===== config.mk =====
export PLATFORM = sky130hd
export DESIGN_NAME = ob_msg_decoder
export DESIGN_NICKNAME = d
export VERILOG_FILES = /design/src/rtl/ob_msg_decoder.sv
export SDC_FILE = /design/constraint.sdc
export NUM_CORES = 1
export LEC_CHECK = 0
export ABC_AREA = 0
export BUFFER_PORTS_ARGS = -buffer_cell sky130_fd_sc_hd__buf_2
export CAP_MARGIN = 10
export CELL_PAD_IN_SITES_DETAIL_PLACEMENT = 1
export CELL_PAD_IN_SITES_GLOBAL_PLACEMENT = 1
export CORE_ASPECT_RATIO = 1.4
export CORE_UTILIZATION = 40
export DETAILED_ROUTE_END_ITERATION = 8
export PLACE_DENSITY = 0.95
export SLEW_MARGIN = 15
export SYNTH_ARGS = -nofsm -noshare
export SYNTH_HDL_FRONTEND = slang
export SYNTH_SLANG_ARGS = --single-unit

===== constraint.sdc =====
create_clock -name clk -period 5.3 [get_ports clk]
set_input_delay 0.53 -clock clk [delete_from_list [all_inputs] [get_ports clk]]
set_output_delay 0.53 -clock clk [all_outputs]
set_load 0.05 [all_outputs]

===== src/rtl/ob_msg_decoder.sv =====
// ob_msg_decoder
// Turns a byte-wide framed market-data stream into order book commands.
// Each message starts with a type byte: 'A' (0x41) add, 'X' (0x58) cancel,
// 'E' (0x45) execute. Multi-byte fields are big-endian. A good message
// produces exactly one command on the matching add/cancel/exec interface.
// A malformed message is dropped and counted instead.
//
// Handshakes: a transfer happens on a rising clk edge when valid and ready
// are both high. The producer holds valid and payload stable until that edge.
// A ready seen without its valid does nothing.
//
// Ports:
//   clk, rst_n                   clock, asynchronous active-low reset
//   s_valid/s_ready/s_data/s_last  input byte stream (s_last marks end of message)
//   add_*                        add command (order id, side, price, quantity)
//   cancel_*                     cancel command (order id)
//   exec_*                       execute command (order id, executed quantity)
//   msg_count                    good messages issued (16-bit, wraps)
//   err_count                    dropped messages (16-bit, wraps)
//   dbg_state                    current FSM state (0 IDLE, 1 COLLECT, 2 ISSUE, 3 DROP)
module ob_msg_decoder #(
    parameter int PRICE_WIDTH    = 32,
    parameter int QTY_WIDTH      = 32,
    parameter int ORDER_ID_WIDTH = 64
) (
    input  logic                      clk,
    input  logic                      rst_n,
    input  logic                      s_valid,
    output logic                      s_ready,
    input  logic [7:0]                s_data,
    input  logic                      s_last,
    output logic                      add_valid,
    input  logic                      add_ready,
    output logic [ORDER_ID_WIDTH-1:0] add_order_id,
    output logic                      add_side,
    output logic [PRICE_WIDTH-1:0]    add_price,
    output logic [QTY_WIDTH-1:0]      add_quantity,
    output logic                      cancel_valid,
    input  logic                      cancel_ready,
    output logic [ORDER_ID_WIDTH-1:0] cancel_order_id,
    output logic                      exec_valid,
    input  logic                      exec_ready,
    output logic [ORDER_ID_WIDTH-1:0] exec_order_id,
    output logic [QTY_WIDTH-1:0]      exec_quantity,
    output logic [15:0]               msg_count,
    output logic [15:0]               err_count,
    output logic [1:0]                dbg_state
);

    typedef enum logic [1:0] {
        IDLE    = 2'd0,
        COLLECT = 2'd1,
        ISSUE   = 2'd2,
        DROP    = 2'd3
    } state_t;

    localparam logic [1:0] K_ADD    = 2'd0;
    localparam logic [1:0] K_CANCEL = 2'd1;
    localparam logic [1:0] K_EXEC   = 2'd2;

    state_t                    state_q, state_d;
    logic [1:0]                kind_q, kind_d;
    logic [4:0]                cnt_q, cnt_d;
    logic [ORDER_ID_WIDTH-1:0] id_q, id_d;
    logic                      side_q, side_d;
    logic [PRICE_WIDTH-1:0]    price_q, price_d;
    logic [QTY_WIDTH-1:0]      qty_q, qty_d;
    logic                      bad_q, bad_d;
    logic [15:0]               msg_q, msg_d;
    logic [15:0]               err_q, err_d;
    logic                      rdy_en_q;

    logic       fire;
    logic       cmd_hs;
    logic [4:0] final_idx;

    // Input is blocked while a command is outstanding, and while in reset.
    assign s_ready = rdy_en_q && (state_q != ISSUE);
    assign fire    = s_valid && s_ready;

    // Index of the last byte of the message being collected (type byte = 0).
    always_comb begin
        final_idx = 5'd8;
        case (kind_q)
            K_ADD:   final_idx = 5'd17;
            K_EXEC:  final_idx = 5'd12;
            default: final_idx = 5'd8;
        endcase
    end

    // Only the ready belonging to the pending command counts.
    always_comb begin
        cmd_hs = 1'b0;
        case (kind_q)
            K_ADD:    cmd_hs = add_ready;
            K_CANCEL: cmd_hs = cancel_ready;
            default:  cmd_hs = exec_ready;
        endcase
    end

    always_comb begin
        state_d = state_q;
        kind_d  = kind_q;
        cnt_d   = cnt_q;
        id_d    = id_q;
        side_d  = side_q;
        price_d = price_q;
        qty_d   = qty_q;
        bad_d   = bad_q;
        msg_d   = msg_q;
        err_d   = err_q;

        case (state_q)
            IDLE: begin
                if (fire) begin
                    cnt_d = 5'd1;
                    bad_d = 1'b0;
                    if (s_data == 8'h41 || s_data == 8'h58 || s_data == 8'h45) begin
                        kind_d = (s_data == 8'h41) ? K_ADD :
                                 (s_data == 8'h58) ? K_CANCEL : K_EXEC;
                        if (s_last) begin
                            err_d = err_q + 16'd1;
                        end else begin
                            state_d = COLLECT;
                        end
                    end else begin
                        err_d = err_q + 16'd1;
                        if (!s_last) begin
                            state_d = DROP;
                        end
                    end
                end
            end

            COLLECT: begin
                if (fire) begin
                    cnt_d = cnt_q + 5'd1;
                    if (cnt_q >= 5'd1 && cnt_q <= 5'd8) begin
                        id_d = {id_q[ORDER_ID_WIDTH-9:0], s_data};
                    end
                    if (kind_q == K_ADD) begin
                        if (cnt_q == 5'd9) begin
                            side_d = s_data[0];
                            // A side byte other than 0/1 poisons the message,
                            // but it is still collected to its end.
                            if (s_data > 8'h01) begin
                                bad_d = 1'b1;
                            end
                        end
                        if (cnt_q >= 5'd10 && cnt_q <= 5'd13) begin
                            price_d = {price_q[PRICE_WIDTH-9:0], s_data};
                        end
                        if (cnt_q >= 5'd14 && cnt_q <= 5'd17) begin
                            qty_d = {qty_q[QTY_WIDTH-9:0], s_data};
                        end
                    end
                    if (kind_q == K_EXEC && cnt_q >= 5'd9 && cnt_q <= 5'd12) begin
                        qty_d = {qty_q[QTY_WIDTH-9:0], s_data};
                    end

                    if (cnt_q == final_idx) begin
                        if (!s_last) begin
                            err_d   = err_q + 16'd1;
                            state_d = DROP;
                        end else if (bad_q) begin
                            err_d   = err_q + 16'd1;
                            state_d = IDLE;
                        end else begin
                            state_d = ISSUE;
                        end
                    end else if (s_last) begin
                        err_d   = err_q + 16'd1;
                        state_d = IDLE;
                    end
                end
            end

            ISSUE: begin
                if (cmd_hs) begin
                    msg_d   = msg_q + 16'd1;
                    state_d = IDLE;
                end
            end

            DROP: begin
                if (fire && s_last) begin
                    state_d = IDLE;
                end
            end

            default: state_d = IDLE;
        endcase
    end

    always_ff @(posedge clk or negedge rst_n) begin
        if (!rst_n) begin
            state_q  <= IDLE;
            kind_q   <= K_ADD;
            cnt_q    <= 5'd0;
            id_q     <= '0;
            side_q   <= 1'b0;
            price_q  <= '0;
            qty_q    <= '0;
            bad_q    <= 1'b0;
            msg_q    <= 16'd0;
            err_q    <= 16'd0;
            rdy_en_q <= 1'b0;
        end else begin
            state_q  <= state_d;
            kind_q   <= kind_d;
            cnt_q    <= cnt_d;
            id_q     <= id_d;
            side_q   <= side_d;
            price_q  <= price_d;
            qty_q    <= qty_d;
            bad_q    <= bad_d;
            msg_q    <= msg_d;
            err_q    <= err_d;
            rdy_en_q <= 1'b1;
        end
    end

    // Valids decode straight from the state register so they fall with reset.
    assign add_valid       = (state_q == ISSUE) && (kind_q == K_ADD);
    assign cancel_valid    = (state_q == ISSUE) && (kind_q == K_CANCEL);
    assign exec_valid      = (state_q == ISSUE) && (kind_q == K_EXEC);
    assign add_order_id    = id_q;
    assign add_side        = side_q;
    assign add_price       = price_q;
    assign add_quantity    = qty_q;
    assign cancel_order_id = id_q;
    assign exec_order_id   = id_q;
    assign exec_quantity   = qty_q;
    assign msg_count       = msg_q;
    assign err_count       = err_q;
    assign dbg_state       = state_q;

endmodule


# Word-level counts from Yosys, hierarchy flattened

Index checks and enable logic that the tools add are counted.

Add/sub/neg operators: 3
Magnitude comparators: 9
Equality and inequality tests: 21
Muxes and demuxes: 36
Reduce and logical (&&, ||, !) cells: 28

Operators by type and width:

| cell                  | count |
|---|---|
| $mux 16               | 7 |
| $mux 32               | 3 |
| $add 16x1->16 const B | 2 |
| $pmux 16 s2           | 1 |
| $mux 2                | 13 |
| $eq 8x7->1 const B    | 3 |
| $pmux 5 s2            | 2 |
| $ne 2x2->1 const B    | 9 |
| $reduce_and 4->1      | 4 |
| $ge 5x4->1 const B    | 3 |
| $le 5x4->1 const B    | 3 |
| $reduce_and 6->1      | 2 |
| $logic_and 1x1->1     | 11 |
| $mux 5                | 2 |
| $reduce_and 3->1      | 3 |
| $gt 8x1->1 const B    | 1 |
| $pmux 2 s4            | 1 |
| $eq 2x2->1 const B    | 3 |
| $reduce_bool 2->1     | 3 |
| $add 5x1->5 const B   | 1 |
| $eq 5x4->1 const B    | 1 |
| $eq 5x5->1            | 1 |
| $ge 5x1->1 const B    | 1 |
| $le 5x5->1 const B    | 1 |
| 8 further kinds       | 16 |

Flip-flop bits (word level): 172
Bits of input ports: 15
Output and inout port bits: 327
Word-level logic and storage cells: 108

# Depth between registers and ports, before layout

Word-level depth: 6
Mapped depth: 9
Mapped depth without buffers: 8

# Worst setup path before layout

OpenSTA, ideal clock, no wires.

Kind: register to output
Start: register state_q[0], in the netlist dbg_state[0]
End: output cancel_valid
Data arrival time: 2.199 ns
Data required time: 4.770 ns
Path slack: 2.571 ns
Stages on the path, launching flop included: 4
Buffers on the path: 1
Cell sequence: dfrtp_1 > buf_2 > nand2b_1 > nor3b_1

Longest elaborated chain between the ends: 2

RTL lines:

| item                   | RTL line | text |
|---|---|---|
| start, declared        | 61       | `state_t state_q, state_d;` |
| start signal, assigned | 209      | `state_q <= state_d;` |
| $eq 2x2->1             | 225      | `assign cancel_valid = (state_q == ISSUE) && (kind_q == K_CANCEL);` |
| $logic_and 1x1->1      | 225      |  |
| end, declared          | 38       | `output logic cancel_valid,` |

Every way passes these cells.

# Worst setup path after layout

Start: register kind_q[1]
End: register err_q[1], in the netlist err_count[1]

Longest elaborated chain between the ends: 6
Elaborated cells on any way between the ends: 9
Classes of those cells: eq/ne (3); mux (4); reduce/logical (2)

RTL lines:

| item                                          | RTL line | text |
|---|---|---|
| start, declared                               | 62       | `logic [1:0] kind_q, kind_d;` |
| start signal, assigned                        | 210      | `kind_q <= kind_d;` |
| $eq 2x2->1 or $logic_not 2->1 (tied branches) | 84       | `case (kind_q)` |
| $pmux 5 s2 *                                  | 84       |  |
| $eq 5x5->1 *                                  | 161      | `if (cnt_q == final_idx) begin` |
| $mux 16                                       | 161      |  |
| $mux 16                                       | 136      | `if (fire) begin` |
| $pmux 16 s2                                   | 113      | `case (state_q)` |
| end signal, assigned                          | 218      | `err_q <= err_d;` |
| end, declared                                 | 70       | `logic [15:0] err_q, err_d;` |

Every way passes the cells marked *; elsewhere a longest branch is shown, timed or not. The select of a mux whose other input is x is not followed.
A chain may end at the register's enable or synchronous reset.

==> results.sh <==
export IMPL_outcome="completed"
export IMPL_antenna_left=0
export IMPL_cts_buffer_depth=2
export IMPL_final_nets=874
export IMPL_ir_worst_vdd_v=0.000282
export IMPL_use_met1=0.243
export IMPL_dp_hpwl_um=17400
export IMPL_final_area_um2=9750
export IMPL_synth_area_um2=8390
export IMPL_drive_gt1_frac=0.606
export IMPL_grt_pass1_vias=5833
export IMPL_power_leakage_nw=5.57
export IMPL_regArea_um2=4300
export IMPL_fin_crit_sh=0.458
export IMPL_maxCapViolations=0
export IMPL_cp_start_kind="flop"
export IMPL_wl_um=22800
export IMPL_grt_util_met3=0.0840
export IMPL_antenna_found_initial=3
export IMPL_synthArstFlopShare=1.00
export IMPL_ys_ff_latch=172
export IMPL_cts_tree="done"
export IMPL_synth_flop_cell="dfrtp_1"
export IMPL_drt_pass1_iter_count=4
export IMPL_first_iter_violations=183
export IMPL_io_pins=342
export IMPL_fin_total_pwr_mw=6.65
export IMPL_critPathArrivalTime_ns=2.74
export IMPL_fin_setup_tns_ns=0
export IMPL_synth_edf_count=0
export IMPL_mappedNetlistNets=689
export IMPL_endpoint_kind="flop"
export IMPL_hold_viol_final=0
export IMPL_drc_errors=0
export IMPL_clk_latency_ns=0.43
export IMPL_timing_final_ws_setup_ns=2.87
export IMPL_post_cts_resize_count=0
export IMPL_critical_path_class="flop to flop"
export IMPL_hp_class="input port to async pin"
export IMPL_min_period_ns=2.43
export IMPL_syn_inst=669
export IMPL_start_util=0.408
export IMPL_use_met2=0.363
export IMPL_core_um2=20600
export IMPL_syn_to_final_growth_pct=16.2
export IMPL_clk_pin_slew_worst_paths_ns=0.08
export IMPL_path_max_fanout=15
export IMPL_die_h_um=173
export IMPL_die_area_um2=21600
export IMPL_multi_input_area_um2=2750
export IMPL_hold_buffers=0
export IMPL_viasPerCell=4.99
export IMPL_htree_levels=4
export IMPL_grt_max_degree=65
export IMPL_place_congestion=0.900
export IMPL_n_fill_cell=2238
export IMPL_grt_pass1_wl_um=35300
export IMPL_rsz0062_at_grt="false"
export IMPL_dp_slack_ns=2.92
export IMPL_grt_overflow=0
export IMPL_cp_required_ns=5.62
export IMPL_io_buffers=341
export IMPL_route_vias_total=5614
export IMPL_synth_cell_types=52
export IMPL_die_w_um=124
export IMPL_synth_area_per_cell_um2=12.5
export IMPL_finalMaxSlewViolations=0
export IMPL_cts_root_buffer="clkbuf_16"
export IMPL_relSlewSlack=0.449
export IMPL_tightestPinTransition_ns=0.827
export IMPL_cts_num_sinks=172
export IMPL_fp_row_count=62
export IMPL_ys_warn_count=0
export IMPL_fin_hold_ws_ns=0.0408
export IMPL_fin_worst_skew_ns=0.0125
export IMPL_numCtsBuffers=17
export IMPL_synth_yosys_seq_area_share=0.513
export IMPL_grt_usage=0.214
export IMPL_place_area_um2=9150
export IMPL_p_per_area_nw_per_um2=682
export IMPL_cts_setup_buffers=0
export IMPL_wl_per_cell_um=20.3
export IMPL_setup_violations_final=0
export IMPL_busiest_layer="met2"
export IMPL_fmax_ghz=0.412
## cell usage in the layout, fill, tap and decap left out, types with 11 or more instances in the layout
| cell | n |
|---|---|
| mux2_1 | 11 |
| nand2_1 | 16 |
| nor2_1 | 21 |
| clkbuf_16 | 17 |
| xnor2_1 | 25 |
| dfrtp_1 | 172 |
| and3_1 | 14 |
| buf_2 | 340 |
| nand3_1 | 16 |
| mux2_2 | 119 |
## power breakdown
group          internal, mW  switching (mW)
Clock                 0.680           0.575
Sequential             1.58           0.408
Combinational         0.672            2.74
Total                  2.93            3.72
## routing by layer
layer  vias up  routed length [um]
met4         0                 433
met5         -                   0
met3        26                1920
met2       230               11800
met1      2849                8670
li1       2509                   -
## layout make-up
cell class | count | share of cell area
diodes | 3 | 0.000770
clock buffers | 18 | 0.0450
clock inverters | 14 | 0.0155
inverters | 6 | 0.00257
multi-input cells | 311 | 0.282
flip-flops and latches | 172 | 0.441
well taps | 256 | 0.0328
repair buffers | 346 | 0.180
## synth_stat cells, drive strengths merged, types with 2 or more instances
cell	instances	area, um^2
nand4	10	62.6
nor3	6	35.0
a211oi	3	32.5
nand3	26	180
nand2b	4	25.0
and3	16	103
buf	178	1320
nand2	18	72.6
clkbuf	2	7.51
nor2	22	90.1
o21ai	10	57.6
nor3b	2	15.0
a21oi	4	20.0
a221oi	2	23.8
xor2	5	43.8
ha	5	62.6
nor2b	2	12.5
inv	6	25.0
mux2	131	1480
and2	2	12.5
a31oi	4	55.1
xnor2	25	219
dfrtp	172	4300
## sequential cells by signal, summed over array words and instances, names as in the netlist
name          count
dbg_state         2
rdy_en_q          1
cnt_q             5
add_price        32
msg_count        16
add_order_id     64
bad_q             1
err_count        16
add_side          1
add_quantity     32
kind_q            2
## critical path: stages (launching register included)
cell and delay, ns:
dfrtp_1 0.52, or4b_4 0.57, o21ai_2 0.09, nand2_2 0.09, a31oi_4 0.54, nand2_2 0.16
mux2_4 0.33
## worst paths after layout
check	slack, ns	end	startpoint	depth (start not counted)
worst max-delay path	2.87	err_count[1]	kind_q[1]	6
worst min-delay path	0.04	msg_count[5]	rst_n	1
worst max register to register	2.87	err_count[1]	kind_q[1]	6
worst min register to register	0.46	err_count[15]	err_count[15]	1
max in group asynchronous	4.02	add_order_id[43]	rst_n	2
min in group clk	0.41	add_price[1]	s_data[1]	2
## logic make-up after synthesis
logic type	synth area share
buf+inv	0.162
flops	0.513
mux	0.177
simple gates	0.0799
xor+xnor	0.0313
compound gates	0.0286
fa+ha+maj	0.00746
other cells	0.000447
## through the flow
step / instances / util
3_3_place_gp: 1091 / 0.445
6_report: 1126 / 0.474
5_1_grt: 1126 / 0.474
2_1_floorplan: 669 / -
3_5_place_dp: 1091 / 0.445
4_1_cts: 1123 / 0.474
No activity file was read; power rests on OpenSTA's default activity.
